**src/rtl/decode_extend_stage.sv**
```systemverilog
// Decode/immediate-extend pipeline stage.
// Decodes the RISC-V immediate ahead of a one-deep output register backed by a
// single skid register, so held beats already carry their extended immediate.
module decode_extend_stage #(
    parameter int unsigned DATA_SIZE = 32,
    parameter int unsigned INST_SIZE = 32
) (
    input  logic                        i_clk,
    input  logic                        i_rst,
    input  logic                        i_flush,
    input  logic                        i_valid,
    output logic                        o_ready,
    input  logic [INST_SIZE-1:0]        i_instr,
    input  logic [DATA_SIZE-1:0]        i_pc,
    output logic                        o_valid,
    input  logic                        i_ready,
    output logic [INST_SIZE-1:0]        o_instr,
    output logic [DATA_SIZE-1:0]        o_pc,
    output logic signed [DATA_SIZE-1:0] o_immediate,
    output logic [2:0]                  o_imm_fmt,
    output logic [DATA_SIZE-1:0]        o_target
);

    typedef enum logic [6:0] {
        OpLoad   = 7'b0000011,
        OpAlcI   = 7'b0010011,
        OpAuipc  = 7'b0010111,
        OpStore  = 7'b0100011,
        OpLui    = 7'b0110111,
        OpBranch = 7'b1100011,
        OpJalr   = 7'b1100111,
        OpJal    = 7'b1101111,
        OpSystem = 7'b1110011
    } t_opcode;

    localparam logic [2:0] FmtNone = 3'd0;
    localparam logic [2:0] FmtI    = 3'd1;
    localparam logic [2:0] FmtS    = 3'd2;
    localparam logic [2:0] FmtB    = 3'd3;
    localparam logic [2:0] FmtU    = 3'd4;
    localparam logic [2:0] FmtJ    = 3'd5;
    localparam logic [2:0] FmtZ    = 3'd6;

    t_opcode                opcode;
    logic signed [31:0]     imm32;
    logic [2:0]             dec_fmt;
    logic [DATA_SIZE-1:0]   dec_imm;

    logic                   out_valid_q, out_valid_d;
    logic [INST_SIZE-1:0]   out_instr_q, out_instr_d;
    logic [DATA_SIZE-1:0]   out_pc_q,    out_pc_d;
    logic [DATA_SIZE-1:0]   out_imm_q,   out_imm_d;
    logic [2:0]             out_fmt_q,   out_fmt_d;

    logic                   skid_valid_q, skid_valid_d;
    logic [INST_SIZE-1:0]   skid_instr_q, skid_instr_d;
    logic [DATA_SIZE-1:0]   skid_pc_q,    skid_pc_d;
    logic [DATA_SIZE-1:0]   skid_imm_q,   skid_imm_d;
    logic [2:0]             skid_fmt_q,   skid_fmt_d;

    logic                   in_accept;

    // Immediate decode; Z format is built positive so sign extension zero-fills it.
    always_comb begin
        opcode  = t_opcode'(i_instr[6:0]);
        imm32   = '0;
        dec_fmt = FmtNone;
        case (opcode)
            OpLoad, OpAlcI, OpJalr: begin
                imm32   = {{20{i_instr[31]}}, i_instr[31:20]};
                dec_fmt = FmtI;
            end
            OpStore: begin
                imm32   = {{20{i_instr[31]}}, i_instr[31:25], i_instr[11:7]};
                dec_fmt = FmtS;
            end
            OpBranch: begin
                imm32   = {{19{i_instr[31]}}, i_instr[31], i_instr[7], i_instr[30:25],
                           i_instr[11:8], 1'b0};
                dec_fmt = FmtB;
            end
            OpLui, OpAuipc: begin
                imm32   = {i_instr[31:12], 12'h000};
                dec_fmt = FmtU;
            end
            OpJal: begin
                imm32   = {{11{i_instr[31]}}, i_instr[31], i_instr[19:12], i_instr[20],
                           i_instr[30:21], 1'b0};
                dec_fmt = FmtJ;
            end
            OpSystem: begin
                if (i_instr[14]) begin
                    imm32   = {27'd0, i_instr[19:15]};
                    dec_fmt = FmtZ;
                end else begin
                    imm32   = {{20{i_instr[31]}}, i_instr[31:20]};
                    dec_fmt = FmtI;
                end
            end
            default: begin
                imm32   = '0;
                dec_fmt = FmtNone;
            end
        endcase
        dec_imm = DATA_SIZE'(imm32);
    end

    assign in_accept = i_valid && o_ready;

    // Output/skid next state; flush drops every held or incoming beat.
    always_comb begin
        out_valid_d  = out_valid_q;
        out_instr_d  = out_instr_q;
        out_pc_d     = out_pc_q;
        out_imm_d    = out_imm_q;
        out_fmt_d    = out_fmt_q;
        skid_valid_d = skid_valid_q;
        skid_instr_d = skid_instr_q;
        skid_pc_d    = skid_pc_q;
        skid_imm_d   = skid_imm_q;
        skid_fmt_d   = skid_fmt_q;
        if (i_flush) begin
            out_valid_d  = 1'b0;
            skid_valid_d = 1'b0;
        end else if (out_valid_q && !i_ready) begin
            // Output stalled: a new beat can only land in the (empty) skid.
            if (in_accept) begin
                skid_valid_d = 1'b1;
                skid_instr_d = i_instr;
                skid_pc_d    = i_pc;
                skid_imm_d   = dec_imm;
                skid_fmt_d   = dec_fmt;
            end
        end else if (skid_valid_q) begin
            // Output empty or draining: older skid beat goes first.
            out_valid_d  = 1'b1;
            out_instr_d  = skid_instr_q;
            out_pc_d     = skid_pc_q;
            out_imm_d    = skid_imm_q;
            out_fmt_d    = skid_fmt_q;
            skid_valid_d = 1'b0;
        end else if (in_accept) begin
            out_valid_d = 1'b1;
            out_instr_d = i_instr;
            out_pc_d    = i_pc;
            out_imm_d   = dec_imm;
            out_fmt_d   = dec_fmt;
        end else begin
            out_valid_d = 1'b0;
        end
    end

    // State registers with synchronous reset.
    always_ff @(posedge i_clk) begin
        if (i_rst) begin
            out_valid_q  <= 1'b0;
            out_instr_q  <= '0;
            out_pc_q     <= '0;
            out_imm_q    <= '0;
            out_fmt_q    <= FmtNone;
            skid_valid_q <= 1'b0;
            skid_instr_q <= '0;
            skid_pc_q    <= '0;
            skid_imm_q   <= '0;
            skid_fmt_q   <= FmtNone;
        end else begin
            out_valid_q  <= out_valid_d;
            out_instr_q  <= out_instr_d;
            out_pc_q     <= out_pc_d;
            out_imm_q    <= out_imm_d;
            out_fmt_q    <= out_fmt_d;
            skid_valid_q <= skid_valid_d;
            skid_instr_q <= skid_instr_d;
            skid_pc_q    <= skid_pc_d;
            skid_imm_q   <= skid_imm_d;
            skid_fmt_q   <= skid_fmt_d;
        end
    end

    // Outputs come straight from flops; target is the only combinational result.
    always_comb begin
        o_ready     = ~skid_valid_q;
        o_valid     = out_valid_q;
        o_instr     = out_instr_q;
        o_pc        = out_pc_q;
        o_immediate = out_imm_q;
        o_imm_fmt   = out_fmt_q;
        o_target    = out_pc_q + out_imm_q;
    end

endmodule
```
**config.mk**
```make
export PLATFORM = sky130hd
export DESIGN_NAME = decode_extend_stage
export DESIGN_NICKNAME = d
export VERILOG_FILES = /design/src/rtl/decode_extend_stage.sv
export SDC_FILE = /design/constraint.sdc
export NUM_CORES = 1
export LEC_CHECK = 0
export BUFFER_PORTS_ARGS = -buffer_cell sky130_fd_sc_hd__buf_2
export CORE_MARGIN = 2
export CORE_UTILIZATION = 35
export DETAILED_ROUTE_END_ITERATION = 10
export GPL_TIMING_DRIVEN = 0
export PLACE_DENSITY_LB_ADDON = 0.12
export SLEW_MARGIN = 20
export SYNTH_ARGS = -nofsm -noshare
export SYNTH_HDL_FRONTEND = slang
export SYNTH_SLANG_ARGS = --single-unit
```
**constraint.sdc**
```tcl
create_clock -name i_clk -period 3.3 [get_ports i_clk]
set_input_delay 0.33 -clock i_clk [delete_from_list [all_inputs] [get_ports i_clk]]
set_output_delay 0.33 -clock i_clk [all_outputs]
set_load 0.05 [all_outputs]
```
# Yosys cells after proc, flatten, opt, wreduce, memory -nomap -nowiden
# Index checks and enable logic that the tools add are counted.
# Widths: inputs -> output; s select.
word_totals:
  regBits: 200
  inputBits: 69
  out_inout_bits: 133
op_classes:
  addsub: 1
  eq_ne: 9
  mux: 14
  n_bitwise: 3
  reduce_logical: 10
op_table:
  columns: ["op", "n"]
  rows:
  - ["$mux 32", 7]
  - ["$pmux 32 s6", 1]
  - ["$add 32x32->32", 1]
  - ["$eq 7x7->1 const B", 4]
  - ["$pmux 3 s6", 1]
  - ["$eq 7x5->1 const B", 2]
  - ["$eq 7x6->1 const B", 2]
  - ["$mux 3", 3]
  - ["$eq 7x2->1 const B", 1]
  - ["$reduce_and 3->1", 2]
  - ["$reduce_or 3->1", 2]
  - ["$reduce_or 2->1", 2]
  - ["$not 1->1", 3]
  - ["$logic_and 1x1->1", 2]
  - ["$mux 1", 2]
  - ["$reduce_bool 2->1", 1]
  - ["$logic_not 1->1", 1]

# Depth between registers and ports, before layout
# Gate-level depths: netlist of the first run.
logic_depth:
  ltp_word: 5
  ltp_mapped: 9
  mapped_depth_nobuf: 9

# Worst setup path after synthesis of the first run
# No wires, ideal clock.
synth_path:
  kind: "register -> output"
  from: "register out_pc_q[0] (netlist: o_pc[0])"
  to: "output o_target[26]"
  arrival_ns: 3.573
  required_ns: 2.970
  path_slack_ns: -0.603
  path_stages_with_launch: 10
  cell_sequence: "dfxtp_1 ha_1 fa_1 a21oi_1 and4b_1 o21a_1 a211oi_2 o21ai_1 and2_1 a311oi_1"
synth_between:
  elab_chain_len: 1
synth_lines:
  columns: ["element", "line", "rtl"]
  rows:
  - ["start, declared", "51", "logic [DATA_SIZE-1:0] out_pc_q, out_pc_d;"]
  - ["start signal, assigned", "169", "out_pc_q <= out_pc_d;"]
  - ["$add 32x32->32", "188", "o_target = out_pc_q + out_imm_q;"]
  - ["end, declared", "21", "output logic [DATA_SIZE-1:0] o_target"]
# No other way between the ends.

# Worst setup path in the final report of the first run
layout_path:
  from: "register out_imm_q[0] (netlist: o_immediate[0])"
  to: "output o_target[24]"
layout_between:
  elab_chain_len: 1
layout_lines:
  columns: ["element", "line", "rtl"]
  rows:
  - ["start, declared", "52", "logic [DATA_SIZE-1:0] out_imm_q, out_imm_d;"]
  - ["start signal, assigned", "170", "out_imm_q <= out_imm_d;"]
  - ["$add 32x32->32", "188", null]
# No other way between the ends.

==> results of run 1 <==
## what timing repair did
action	in CTS	in global routing
hold buffers	0	0
hold endpoints to repair	0	0
gates resized for setup	65	19
buffers inserted	9	6
pin swaps	19	17
endpoints found under the setup margin	16	14
## layout by cell type, fill, tap and decap left out, types with 10 or more instances in the layout
cell type,n
dfxtp_1,191
nor3_1,38
and2_1,13
nor2b_1,11
xnor2_1,16
a21oi_1,112
a221oi_1,14
mux2i_1,66
buf_4,21
o311ai_1,12
buf_2,192
nand2b_1,19
nand2_1,196
a21o_1,13
a211oi_1,82
clkbuf_16,17
clkbuf_1,73
nor2_1,130
ha_4,13
nand3_1,13
ha_1,16
o21ai_0,18
inv_1,10
## flip-flops by register name, summed over array words and instances, names as in the netlist
name,cells
o_immediate,32
o_instr,32
o_pc,32
skid_imm_q,32
skid_instr_q,32
skid_pc_q,32
o_imm_fmt,3
skid_fmt_q,3
o_valid,1
skid_valid_q,1
## per-stage QoR
stage | instances | TNS [ps] | util (%) | setup slack [ps]
after floorplan | 1213 | -351.8 | - | -154.8
after global placement | 1790 | -659.4 | 41.15 | -183.0
after detailed placement | 1790 | -601.2 | 41.15 | -169.7
after CTS | 1830 | -636.6 | 44.63 | -138.8
after global routing | 1835 | -1663 | 44.99 | -250.2
final | 1835 | -545.0 | 44.99 | -142.1
## power breakdown
part           leakage [nW]  switching, mW  internal, mW
Sequential             1.63         0.0690          2.49
Combinational          3.00          0.802         0.319
Clock                 0.285          0.958          1.14
## routing by layer
layer / track usage, % / part of all wire [%]
met4: 5.438 / 1.5
met1: 30.78 / 47
met2: 35.32 / 46
met3: 3.584 / 5.4
met5: 0 / 0
## cell type report
class	instances	area, um2	area share, %
Clock buffer	22	494.2	3.932
Buffer	89	351.6	2.797
Tap cell	378	473.0	3.763
Timing Repair Buffer	214	1187	9.447
Multi-Input combinational cell	911	5907	47.00
Clock inverter	9	90.09	0.7168
Sequential cell	200	4020	31.99
Inverter	12	45.04	0.3584
## critical path: cells and delay by family (launching register included)
kind	cells	cell delay, ps
compound gates	5	1060
fa+ha+maj	2	520
buf+inv	2	370
flops	1	340
simple gates	1	220
xor+xnor	1	140
## cell families (layout without fill, tap and decap cells)
group,count (synthesis),after routing,share of synthesized area [%]
buf+inv,102,346,3.987
fa+ha+maj,32,32,4.087
flops,200,200,40.12
xor+xnor,26,26,2.281
mux,67,67,6.732
simple gates,454,454,20.02
compound gates,332,332,22.78
## how the worst max path moves through the flow
stage                              end  slack [ps]  cells after the start            from
final                     o_target[24]        -140                     11  o_immediate[0]
after global routing      o_target[24]        -250                     11  o_immediate[0]
after CTS                 o_target[28]        -140                     10  o_immediate[0]
after detailed placement  o_target[28]        -170                     10         o_pc[0]
after global placement    o_target[28]        -180                     10  o_immediate[0]
after floorplan           o_target[26]        -150                      9         o_pc[0]
==> metrics.log, run 1 <==
[metrics] Post-synth EDFFs: 0
[metrics] power density of the placed cells: 460.2 nW/um2
[metrics] floorplan die width: 172.9 um
[metrics] worst hold path depth: 2
[metrics] top post-synthesis cells by count: dfxtp_1, nand2_1, nor2_1
[metrics] maximum count of clock buffers along a single path: 2
[metrics] number of antenna violations at the first check in global routing: 0
[metrics] Pre-antenna DRT Iters: 5
[metrics] share of post-route cells with drive strength above 1: 21.89%
[metrics] Power Total: between 5 and 6 mW
[metrics] slack of the worst reg-to-reg path: 240 ps
[metrics] CP required: 2970 ps
[metrics] violated checks: setup timing
[metrics] slowest cell on the critical path: fa_2
[metrics] CTS buffer count: 17
[metrics] HPWL after detailed placement: about 26000 um
[metrics] post-route standard cell area excluding fillers: 12570 um2
[metrics] slowest cell delay on critical path: ~350 ps
[metrics] n_diodes: 0
[metrics] clock slew seen by the registers of the worst setup and hold paths: 80 ps
[metrics] DRT Wirelength: 33620 um
[metrics] total routing usage reported by global routing: 21.99%
[metrics] core footprint: 27930 um2
[metrics] outcome: complete, but fails checks
[metrics] Total Die Area: 29880 um2
[metrics] class of the tightest hold or removal check: primary input to flip-flop
[metrics] most repeated cell in the gate-level netlist after synthesis: dfxtp_1
[metrics] starting density of the core: between 30 and 40%
[metrics] Arr. time, crit path: 3110 ps
[metrics] distinct cell type count after synthesis: 60
[metrics] minimum clock period: 3442 ps
[metrics] drt drc: 0
[metrics] Yosys top cell area share: approximately 40%
[metrics] Worst Setup Start Kind: flip-flop
[metrics] synthesized netlist net count: about 1300
[metrics] most used cell along the critical path: buf_4
[metrics] share of the clock period used by the worst path: 104.3%
[metrics] Final nets: 1546
[metrics] Seq/Total Area, Yosys: 40.12%
[metrics] Final Max Slew Viols: 0
[metrics] post-route worst hold slack: 122.9 ps
[metrics] capturing element type of the critical path: primary output
[metrics] worst reg2reg path endpoint: o_immediate[0]
[metrics] number of rows created at floorplan: slightly above 60
[metrics] Routed wire per std cell: 18.32 um
[metrics] root cell of the clock tree: clkbuf_16
[metrics] Iteration-0 DRC Markers: 732
[metrics] leakage power: 4.913 nW
[metrics] post-route setup slack: -142.1 ps
[metrics] maximum number of pins on one net before global-route repair: 17
[metrics] global-route wire length before repair: approximately 52000 um
[metrics] via count: between 9000 and 10000
[metrics] type of the setup path with the least slack: flip-flop to primary output
[metrics] CTS H-tree lvls: 4
[metrics] transition at the pin with the smallest max-transition slack: 1117 ps
[metrics] clock latency at the later pin of the worst-skew pair: 440 ps
[metrics] start of the worst register-to-register path: skid_valid_q
[metrics] endpoint of the worst hold path: skid_valid_q
[metrics] vias in the first global route: 9137
[metrics] number of routed nets with antenna violations: 0
[metrics] top cell type by total area after synthesis: dfxtp_1
[metrics] number of top-level pins: 202
[metrics] post-synthesis async set-or-reset flop share: 0%
[metrics] IR Drop Worst-Case VDD: 287.1 uV
[metrics] Netlist Area Pre-Place: 9981 um2
[metrics] total cell area at the placement stage: between 10000 and 15000 um2
[metrics] count of maximum capacitance violations: 0
[metrics] via count normalized by instance count: ~5.3
[metrics] Mapped Avg Cell Area: 8.228 um2
[metrics] count of clock tree sinks: 200
[metrics] Filler Cell Count: 2901
[metrics] GP Congestion: about 0.86
[metrics] leading post-synthesis cells by cell area: dfxtp_1, nand2_1, mux2i_1
[metrics] depth of the worst register-to-register path: 7
[metrics] number of synthesized register bits: 200
[metrics] TritonCTS clock tree: built
[metrics] critical-path cell list: ha_4 -> fa_2 -> a21oi_2 -> and4b_1 -> o21a_2 -> a211oi_4 -> o21ai_4 -> buf_4 -> a311oi_2 -> xnor2_1 -> buf_4
[metrics] overflow left after global routing: 0
[metrics] hold path start: i_flush
[metrics] number of hold-slack violations in the final timing report: 0
[metrics] number of port buffers: 199
[metrics] Max transition margin: 24.95%
[metrics] final setup skew: 8.064 ps
[metrics] yosys synthesis warning count: 0
[metrics] critical-path maximum fanout: 4
[metrics] Die Span Y: ~170 um
[metrics] primary flip-flop cell chosen by synthesis mapping: dfxtp_1
[metrics] highest clock frequency the design can meet: roughly 290 MHz
[metrics] RSZ-0062 raised after global routing: yes
[metrics] final setup violation count: 10
[metrics] layout overhead on the synthesized area: 25.92%
[metrics] Post-Syn Instances: 1213
(Power assumes the default switching activity.)
==> inputs of run 2 (changes only) <==
==> constraint.sdc (replaced) <==
create_clock -name i_clk -period 3.3 [get_ports i_clk]
set_input_delay 0.66 -clock i_clk [delete_from_list [all_inputs] [get_ports i_clk]]
set_output_delay 0.66 -clock i_clk [all_outputs]
set_load 0.05 [all_outputs]
==> run 2 against run 1 <==
- the run still ends with setup timing left
- fmax shrank 10%
- clock skew rose by 1.9 ps
- first-iteration DRC count fell by 5.5%
- global-route usage is 0.16 points lower
- design area up 1.8%
- sequential cell count did not move
- worst hold slack better by 320 ps
- critical path depth down 1
- core utilization up 0.83 points
- die area is the same
- non-clock buffer count increased by 2
- critical endpoint is now o_target[25]
- largest power group unchanged
==> metrics.log, run 2 (synthesis gave the netlist of run 1 again) <==
[metrics] Filler Cell Count: approximately 2900
[metrics] TritonCTS clock tree: built
[metrics] CP required: 2640 ps
[metrics] most common cell after layout, fill and taps aside: nand2_1
[metrics] CTS buffer count: 17
[metrics] minimum clock period: approximately 3800 ps
[metrics] capturing element type of the critical path: primary output
[metrics] post-route setup slack: -530.5 ps
[metrics] worst slack at placement: -387.8 ps
[metrics] Worst Setup Start Kind: flip-flop
[metrics] overflow left after global routing: 0
[metrics] number of antenna violations at the first check in global routing: 1
[metrics] number of port buffers: 199
[metrics] Final nets: roughly 1500
[metrics] number of top-level pins: 202
[metrics] share of post-route cells with drive strength above 1: 23.80%
[metrics] post-route standard cell area excluding fillers: between 10000 and 15000 um2
[metrics] via count: 9621
[metrics] area taken by multi-input logic gates: 6025 um2
[metrics] type of the setup path with the least slack: flip-flop to primary output
[metrics] violated checks: setup timing
[metrics] Routed wire per std cell: ~18 um
[metrics] number of hold-slack violations in the final timing report: 0
[metrics] area taken by flip-flops and latches: 4049 um2
[metrics] RSZ-0062 raised after global routing: yes
[metrics] leakage power: around 5 nW
[metrics] power density of the placed cells: 459.4 nW/um2
[metrics] count of clock tree sinks: 200
[metrics] number of instances in the placed design: 1790
[metrics] outcome: complete, but fails checks
[metrics] top library cells by usage in the layout, fill and taps aside: nand2_1, buf_2, dfxtp_1
[metrics] n_diodes: 0
[metrics] CTS H-tree lvls: 4
[metrics] global-route wire length before repair: 51530 um
[metrics] post-route insts no fill: approximately 1800
[metrics] depth of the worst register-to-register path: 7
[metrics] post-route worst hold slack: around 440 ps
[metrics] via count normalized by instance count: around 5.2
[metrics] total routing usage reported by global routing: 21.83%
[metrics] IR Drop Worst-Case VDD: between 200 and 300 uV
[metrics] highest clock frequency the design can meet: 261.1 MHz
[metrics] clock latency at the later pin of the worst-skew pair: 440 ps
[metrics] number of rows created at floorplan: 61
[metrics] share of the clock period used by the worst path: 116.1%
[metrics] core footprint: 27930 um2
[metrics] Pre-antenna DRT Iters: 7
[metrics] maximum number of pins on one net before global-route repair: 17
[metrics] Iteration-0 DRC Markers: 692
[metrics] Total Die Area: around 30000 um2
[metrics] vias in the first global route: about 9000
[metrics] total cell area at the placement stage: about 12000 um2
[metrics] final setup violation count: 21
[metrics] root cell of the clock tree: clkbuf_16
[metrics] Final Max Slew Viols: 0
[metrics] Die Span Y: 172.9 um
[metrics] GP Congestion: 0.8664
[metrics] starting density of the core: 35.73%
[metrics] Core Util, Final: about 46%
[metrics] drt drc: 0
[metrics] number of routed nets with antenna violations: 0
[metrics] count of maximum capacitance violations: 0
[metrics] maximum count of clock buffers along a single path: 2
[metrics] final setup skew: approximately 10 ps
[metrics] floorplan die width: roughly 170 um
[metrics] worst hold path depth: 2
[metrics] HPWL after detailed placement: 25500 um
[metrics] critical-path maximum fanout: 4
[metrics] DRT Wirelength: 33700 um
[metrics] clock slew seen by the registers of the worst setup and hold paths: 70 ps
[metrics] Max transition margin: 27.22%
[metrics] Arr. time, crit path: 3170 ps
[metrics] layout overhead on the synthesized area: 28.24%
[metrics] transition at the pin with the smallest max-transition slack: 1083 ps
[metrics] class of the tightest hold or removal check: primary input to flip-flop
[run 2: changes by cell type in the layout (fill, tap and decap cells not counted), moves of 3 or more]
cell      change
xnor2_2       +5
dfxtp_2      +14
buf_2         -4
clkbuf_4      -4
xnor2_1       -5
dfxtp_1      -17
buf_6        +10
dfxtp_4       +3
[run 2: layout make-up]
class | count | area share (%)
clock buffer | 25 | 4.037
timing repair buffer | 217 | 9.824
tap | 378 | 3.695
sequential | 200 | 31.63
inverter | 12 | 0.3519
multi-input combinational | 911 | 47.07
buffer | 88 | 2.717
clock inverter | 5 | 0.6745
[run 2: critical path: stages (launching register included)]
cell	delay, ps
dfxtp_4	360
ha_4	170
buf_4	130
a211o_1	310
a211o_1	340
a22oi_4	240
a41oi_4	220
a21o_1	270
a211o_1	340
xor2_4	170
buf_6	150
[run 2: stage by stage]
step                TNS (ps)  power (mW)
detailed placement     -1804       3.691
finish                 -6558       5.880
global route           -8574       6.086
CTS                    -5655       5.897
global placement       -1864       3.684
floorplan             -16.53       3.372
[run 2: per-layer routing]
layer,part of all wire (%),GRT usage (%)
met1,47,30.69
met5,0,0
met2,47,35.00
met3,4.8,3.584
met4,1.2,5.191
[run 2: repair_timing]
action,in CTS,in global routing
cloned,0,0
hold buffers,0,0
pin swaps,27,10
gates resized for setup,71,28
endpoints found under the setup margin,20,21
setup buffers,12,6
[run 2: power breakdown]
group          leakage [nW]  total [mW]  internal, mW  switching [mW]
Sequential             1.64        2.56          2.49          0.0671
Clock                 0.295        2.17          1.24           0.929
Combinational          3.08        1.15         0.337           0.813
Total                  5.02        5.88          4.07            1.81
[run 2: path summary, 6_finish.rpt]
path | startpoint | slack, ps | end
worst max-delay path | o_immediate[0] | -530 | o_target[25]
worst min-delay path | i_flush | 440 | skid_valid_q
worst max register to register | skid_valid_q | 340 | o_imm_fmt[2]
worst min register to register | skid_pc_q[22] | 450 | skid_pc_q[22]
==> inputs of run 3 (changes only) <==
--- a/config.mk
+++ b/config.mk
@@ -8,6 +8,7 @@
 export BUFFER_PORTS_ARGS = -buffer_cell sky130_fd_sc_hd__buf_2
 export CORE_MARGIN = 2
 export CORE_UTILIZATION = 35
+export CTS_BUF_LIST = sky130_fd_sc_hd__clkbuf_8
 export DETAILED_ROUTE_END_ITERATION = 10
 export GPL_TIMING_DRIVEN = 0
 export PLACE_DENSITY_LB_ADDON = 0.12
==> run 3 against run 2 <==
- the run still ends with setup timing left
- sequential cell count stayed put
- wire length is 0.30% lower
- count of clock-buffer cells in the layout is 4 lower
- register-to-register slack better by 300 ps
==> metrics.log, run 3 (synthesis gave the netlist of run 1 again) <==
[metrics] outcome: complete, but fails checks
[metrics] violated checks: setup timing
[metrics] capturing element type of the critical path: primary output
[metrics] number of top-level pins: 202
[metrics] number of hold-slack violations in the final timing report: 0
[metrics] proportion of total power due to net switching: 32.29%
[metrics] Pre-antenna DRT Iters: 6
[metrics] Logic pwr share: 21.4%
[metrics] number of antenna violations at the first check in global routing: 1
[metrics] CTS buffer count: 17
[metrics] worst slack at placement: -387.8 ps
[metrics] Arr. time, crit path: between 3000 and 4000 ps
[metrics] Met1 Routed Length: 15940 um
[metrics] top library cells by usage in the layout, fill and taps aside: nand2_1, buf_2, dfxtp_1
[metrics] global-route wire length before repair: about 50000 um
[metrics] drt drc: 0
[metrics] total routing usage reported by global routing: 21.77%
[metrics] Total Die Area: 29880 um2
[metrics] IR Drop Worst-Case VDD: 202.6 uV
[metrics] Die Span Y: 172.9 um
[metrics] CP required: 2640 ps
[metrics] clock slew seen by the registers of the worst setup and hold paths: 100 ps
[metrics] n_diodes: 0
[metrics] Max transition margin: a little under half
[metrics] number of routed nets with antenna violations: 0
[metrics] post-route setup slack: -591.4 ps
[metrics] number of instances in the placed design: 1790
[metrics] most common cell after layout, fill and taps aside: nand2_1
[metrics] post-route insts no fill: 1834
[metrics] Iteration-0 DRC Markers: about 600
[metrics] Core Util, Final: 45.17%
[metrics] critical-path maximum fanout: 4
[metrics] via count normalized by instance count: 5.224
[metrics] type of the setup path with the least slack: flip-flop to primary output
[metrics] count of hold-fix buffers inserted at cts: 0
[metrics] share of post-route cells with drive strength above 1: 24.11%
[metrics] post-route worst hold slack: around 400 ps
[metrics] via count: 9581
[metrics] final setup skew: 23.45 ps
[metrics] root cell of the clock tree: clkbuf_8
[metrics] floorplan die width: 172.9 um
[metrics] HPWL after detailed placement: 25500 um
[metrics] Worst Setup Start Kind: flip-flop
[metrics] sequential fraction of design power: 47.5%
[metrics] maximum number of pins on one net before global-route repair: 17
[metrics] maximum count of clock buffers along a single path: 2
[metrics] minimum clock period: a little under 4000 ps
[metrics] number of rows created at floorplan: 61
[metrics] Filler Cell Count: 2909
[metrics] starting density of the core: 35.73%
[metrics] vias in the first global route: 8982
[metrics] DRT Wirelength: 33600 um
[metrics] net switching power figure: roughly 1.7 mW
[metrics] highest clock frequency the design can meet: 257.0 MHz
[metrics] RSZ-0062 raised after global routing: yes
[metrics] highest metal layer with signal wires: met4
[metrics] share of the clock period used by the worst path: 117.9%
[metrics] clock latency at the later pin of the worst-skew pair: 480 ps
[metrics] count of clock tree sinks: 200
[metrics] transition at the pin with the smallest max-transition slack: 803.8 ps
[metrics] leakage power: 4.932 nW
[metrics] count of maximum capacitance violations: 0
[metrics] number of port buffers: about 200
[metrics] TritonCTS clock tree: built
[metrics] Routed wire per std cell: 18.32 um
[metrics] Internal: 3.650 mW
[metrics] sum of met3 wire segment lengths after detailed routing: 1650 um
[metrics] CTS H-tree lvls: 4
[metrics] met2 layer wire length in the routed design: 15670 um
[metrics] GP Congestion: 0.8664
[metrics] power density of the placed cells: roughly 430 nW/um2
[metrics] final setup violation count: 22
[metrics] Final nets: 1546
[metrics] overflow left after global routing: 0
[metrics] layout overhead on the synthesized area: 26.43%
[metrics] core footprint: 27930 um2
[metrics] clock share of power: 31.1%
[metrics] class of the tightest hold or removal check: primary input to flip-flop
[metrics] Final Max Slew Viols: 0
run 3: changes by cell type in the layout (fill, tap and decap cells not counted), moves of 2 or more:
cell       before  now
clkbuf_16      18    0
clkbuf_8        4   21
clkbuf_1       75   72
inv_1          10   13
buf_4          22   20
ha_1           18   16
ha_2            2    4
o21ai_2         3    5
run 3: cell type report:
type	count	area, um2	share of cell area (%)
Buffer	88	347.8	2.757
Clock buffer	21	289.0	2.291
Clock inverter	9	127.6	1.011
Inverter	12	45.04	0.3570
Multi-Input combinational cell	911	6040	47.86
Sequential cell	200	4050	32.10
Tap cell	378	473.0	3.748
Timing Repair Buffer	215	1246	9.876
run 3: critical path: stages (launching register included):
cell     delay [ps]
dfxtp_4         370
ha_4            170
buf_4           130
a211o_1         310
a211o_1         350
a22oi_4         250
a41oi_4         220
a21o_1          270
a211o_1         350
xor2_4          170
buf_6           150
run 3: per-stage QoR:
stage               instance area, um2  setup TNS [ps]  total power, mW
floorplan                        10150          -16.53            3.372
global placement                 11620           -1864            3.684
detailed placement               11620           -1804            3.691
CTS                              12480           -6998            5.419
global route                     12620          -10210            5.596
finish                           12620           -7924            5.391
run 3: path summary, 6_finish.rpt:
check / startpoint / endpoint / slack, ps / cells past startpoint
setup / recovery: o_immediate[0] / o_target[25] / -590 / 10
hold / removal: i_flush / skid_valid_q / 410 / 2
setup reg to reg: skid_valid_q / o_imm_fmt[2] / 640 / 7
hold reg to reg: skid_pc_q[28] / skid_pc_q[28] / 460 / 2
run 3: repair_timing:
action	CTS	global route
buffers inserted	11	6
resized for setup	79	25
endpoints found under the setup margin	22	23
pin swaps	25	15
run 3: power groups by stage:
stage	clock, mW	sequential [mW]	combinational [mW]
2_1_floorplan	0	2.83	0.543
3_3_place_gp	0	2.61	1.07
3_5_place_dp	0	2.61	1.08
4_1_cts	1.72	2.56	1.14
5_1_grt	1.80	2.57	1.23
6_report	1.68	2.56	1.15
run 3: layer usage:
layer | GRT usage (%) | vias to the layer above
met5 | 0 | -
met4 | 4.838 | 0
met3 | 3.936 | 28
met2 | 34.92 | 265
met1 | 30.49 | 4506
li1 | - | 4782
